[config.mk]
export PLATFORM = sky130hd
export DESIGN_NAME = period_bcd_converter
export DESIGN_NICKNAME = d
export VERILOG_FILES = /design/src/rtl/period_bcd_converter.sv
export SDC_FILE = /design/constraint.sdc
export NUM_CORES = 1
export LEC_CHECK = 0
export ABC_AREA = 1
export CORE_MARGIN = 1.5
export CORE_UTILIZATION = 45
export CTS_BUF_LIST = sky130_fd_sc_hd__clkbuf_4 sky130_fd_sc_hd__clkbuf_8 sky130_fd_sc_hd__clkbuf_16
export DETAILED_ROUTE_END_ITERATION = 8
export HOLD_SLACK_MARGIN = 0.08
export PLACE_DENSITY = 0.78
export SYNTH_ARGS = -nofsm -noshare
export SYNTH_HDL_FRONTEND = slang
export SYNTH_SLANG_ARGS = --single-unit
[constraint.sdc]
create_clock -name clk_i -period 2 [get_ports clk_i]
set_clock_uncertainty 0.2 [all_clocks]
set_input_delay 0.5 -clock clk_i [delete_from_list [all_inputs] [get_ports clk_i]]
set_output_delay 0.5 -clock clk_i [all_outputs]
set_load 0.05 [all_outputs]
[src/rtl/period_bcd_converter.sv]
// Converts a latched binary millisecond count to packed BCD, one bit per clock (double dabble).
// Build option BCD_SATURATE_EN: an out-of-range count displays all nines instead of the truncated value.
module period_bcd_converter #(
   parameter int BIN_N  = 14,
   parameter int DIGITS = 4
) (
   input  logic                  clk_i,
   input  logic                  reset_i,
   input  logic                  start_i,
   input  logic [BIN_N-1:0]      bin_i,
   output logic                  busy_o,
   output logic                  done_o,
   output logic [4*DIGITS-1:0]   bcd_o,
   output logic                  overflow_o
);

   // state | meaning
   // IDLE  | waiting for start_i; bcd_o/overflow_o hold the last result
   // OP    | one shift-add-3 step per cycle, BIN_N cycles
   // DONE  | single cycle, done_o high, result valid
   typedef enum logic [1:0] {
      IDLE = 2'd0,
      OP   = 2'd1,
      DONE = 2'd2
   } state_t;

   localparam int BW = 4 * DIGITS;
   localparam int CW = $clog2(BIN_N + 1);

   state_t            state_q, state_d;
   logic [BIN_N-1:0]  shift_q, shift_d;
   logic [BW-1:0]     work_q, work_d;
   logic [CW-1:0]     cnt_q, cnt_d;
   logic              ovf_q, ovf_d;
   logic [BW-1:0]     bcd_q, bcd_d;
   logic              ovfo_q, ovfo_d;

   logic [BW-1:0]     adj;
   logic [BW-1:0]     work_sh;
   logic              ovf_nx;

   always_comb begin
      adj = work_q;
      for (int d = 0; d < DIGITS; d++) begin
         if (adj[4*d +: 4] >= 4'd5) begin
            adj[4*d +: 4] = adj[4*d +: 4] + 4'd3;
         end
      end
      work_sh = {adj[BW-2:0], shift_q[BIN_N-1]};
      // a 1 leaving the top digit means the count needs one more decimal digit
      ovf_nx  = ovf_q | adj[BW-1];
   end

   always_comb begin
      state_d = state_q;
      shift_d = shift_q;
      work_d  = work_q;
      cnt_d   = cnt_q;
      ovf_d   = ovf_q;
      bcd_d   = bcd_q;
      ovfo_d  = ovfo_q;
      case (state_q)
         IDLE: begin
            if (start_i) begin
               shift_d = bin_i;
               work_d  = '0;
               cnt_d   = CW'(BIN_N);
               ovf_d   = 1'b0;
               state_d = OP;
            end
         end
         OP: begin
            work_d  = work_sh;
            shift_d = {shift_q[BIN_N-2:0], 1'b0};
            ovf_d   = ovf_nx;
            cnt_d   = cnt_q - 1'b1;
            if (cnt_q == CW'(1)) begin
               state_d = DONE;
               ovfo_d  = ovf_nx;
`ifdef BCD_SATURATE_EN
               bcd_d   = ovf_nx ? {DIGITS{4'h9}} : work_sh;
`else
               bcd_d   = work_sh;
`endif
            end
         end
         DONE: begin
            state_d = IDLE;
         end
         default: begin
            state_d = IDLE;
         end
      endcase
   end

   always_ff @(posedge clk_i or posedge reset_i) begin
      if (reset_i) begin
         state_q <= IDLE;
         shift_q <= '0;
         work_q  <= '0;
         cnt_q   <= '0;
         ovf_q   <= 1'b0;
         bcd_q   <= '0;
         ovfo_q  <= 1'b0;
      end else begin
         state_q <= state_d;
         shift_q <= shift_d;
         work_q  <= work_d;
         cnt_q   <= cnt_d;
         ovf_q   <= ovf_d;
         bcd_q   <= bcd_d;
         ovfo_q  <= ovfo_d;
      end
   end

   assign busy_o     = (state_q == OP);
   assign done_o     = (state_q == DONE);
   assign bcd_o      = bcd_q;
   assign overflow_o = ovfo_q;

endmodule

==> metrics <==
Least-Margin Pin Slew=0.437 ns; Synth Register Bits=54; clock edge transition at the registers on the reported setup and hold paths=0.09 ns; period utilisation layout=95.2%; Netlist Area Pre-Place=0.00268 mm2; Post-synth top flop=dfrtp_1; vias in the first global route=2113; leakage=0.00165 uW; Synth area leader=dfrtp_1; critical path type=reg2out; Syn. warnings=0; post-DR vias/cell=4.99; drt initial violations=130; min cycle time layout=1.90 ns; Post-DP HPWL=3.71 mm; clock buffer depth=2; Congestion Overflow GR=0; hold path depth=2; first-pass GRT wire length=9.16 mm; number of remaining DRC errors=0; core area=0.00561 mm2; Storage cell area=0.00135 mm2; setup slack, reg-to-reg=0.25 ns; worst reg2reg startpoint=work_q[0]; WP data arrival=1.20 ns; CTS H-tree lvls=2; final net count=388; ANT nets after route=0; CP Cell Sequence=inv_2, nor2_8, buf_12; area share of the largest cell type after synthesis=50.5%; MaxCap Viol Count=0; Register-to-Register Path Depth=8; gr usage total=18.3%; Worst Hold Launch=bcd_o[15]; WL final=5.28 mm; wire per inst=12.2 um; die area=0.00642 mm2; setup violators final=0; drt pass-1 iters=4; Slew Limit Fails=0; syn_area_per_cell=8.29 um2; syn_nets=350; Root Buffer=clkbuf_8; status=finished clean; CP Capture Type=output pin; number of flops mapped to enable cells by yosys=0; Hold Buf Count CTS=0; largest cells by area after synthesis=dfrtp_1 (50%), nand2_1 (18%), nand3_1 (9.2%); PostCTS Resize Cnt=0; CTS tree=yes; clock buffer count from CTS=5; Multi-input gate area=0.00112 mm2; Die Wd=80.1 um; PwrDens=1670 mW/mm2; reg-to-reg endpoint=work_q[2]; port bufs=35; Max Freq=525 MHz; Setup TNS Final=0 ns; Setup Fix Bufs, Post-CTS=0; final hold violations=0; Die H=80.1 um; Clock Sinks=54; # rows=27; worst hold path type=reg2reg; fill cell count=555; Worst Hold Endpoint=bcd_o[15]; most frequent cells in the layout=nand2_1 (127), dfrtp_1 (54), nand3_1 (49), inv_1 (28), buf_4 (21); pin count of the biggest net entering global routing=55; slowest CP cell=dfrtp_1; layout cells sized above 1=13.3%; Req. time, crit path=1.30 ns; area delta synth->final=18.4%; clk_lat worst skew=0.30 ns; unrepaired setup endpoints after global routing=false; Syn Inst Count=323; CP Max Fanout=11; GP Congestion=0.814; ys async rst share=100%; commonest non-fill, non-tap cell in the layout=nand2_1; worst slack on hold paths=0.288 ns; Max VDD drop=727 uV; n_diodes=0; total power=5290 uW; Initial Util=47.7%; Yosys cell types=22; Max transition margin=70.8%; Seq/Total Area, Yosys=50.5%; routed vias=2164; initial antenna violation count=0; # IOs=36; Critical Path Source Type=flip-flop; max incr delay on CP=0.43 ns
[worst max-delay path: cells and delay by family, from the launching register on]
| kind | cells | cell delay, ns |
|---|---|---|
| buffers and inverters | 2 | 0.25 |
| DFF | 1 | 0.43 |
| and+or+nand+nor | 1 | 0.21 |
[logic make-up (layout without fill, tap and decap cells)]
kind of cell | after synthesis | count (layout) | share of synthesized area [%]
adders and majority gates | 10 | 10 | 4.68
DFF | 54 | 54 | 50.5
and+or+nand+nor | 188 | 188 | 30.9
buffers and inverters | 42 | 81 | 7.62
AOI/OAI and AO/OA | 29 | 29 | 6.26
[how the worst max path moves through the flow]
stage,startpoint,end,slack [ns],cells after the start
2_1_floorplan,state_q[1],done_o,0.16,2
3_3_place_gp,start_i,cnt_q[3],0.07,5
3_5_place_dp,start_i,shift_q[2],0.06,5
4_1_cts,state_q[0],busy_o,0.07,3
5_1_grt,state_q[0],busy_o,0.01,3
6_report,state_q[0],busy_o,0.1,3
[area by class of cell]
type                       instances  share of cell area, %
inverter                          33                   4.19
clock buffer                       7                   2.84
multi-input combinational        227                   35.4
sequential                        54                   42.7
timing repair buffer              40                   11.9
tap                               72                   2.84
clock inverter                     1                  0.158
[cells in the mapped netlist (3+ instances only)]
cell type and n:
dfrtp_1 54, nand3_1 49, buf_6 5, inv_1 29
buf_2 3, nor2_1 3, nand2_1 127, o21ai_0 18
o22ai_1 4, ha_1 10, nand2_2 3, o21ai_2 4
[per-stage QoR]
stage | area, um2 | utilization [%] | worst slack (ns) | cells
after floorplan | 2680 | - | 0.158 | 323
after global placement | 3070 | 54.8 | 0.0723 | 426
after detailed placement | 3070 | 54.8 | 0.0586 | 426
after CTS | 3170 | 56.5 | 0.0723 | 434
after global routing | 3170 | 56.5 | 0.0125 | 434
final | 3170 | 56.5 | 0.0966 | 434
[per-layer routing]
layer	vias up	track usage (%)	routed length, um
met5	-	0	0
met4	0	5.52	69
met3	9	4.09	226
met2	50	31.8	2670
met1	1004	22.7	2320
li1	1101	-	-
[state kept, by name, indices dropped and copies added (netlist names)]
name / cells
ovf_q: 1
shift_q: 14
work_q: 16
overflow_o: 1
bcd_o: 16
cnt_q: 4
state_q: 2
[power by group]
| group | internal (uW) | total [uW] | switching, uW |
|---|---|---|---|
| Combinational | 907 | 2770 | 1860 |
| Sequential | 1580 | 1890 | 315 |
| Clock | 293 | 628 | 334 |
Note: power is estimated with default switching activity, not from simulation.
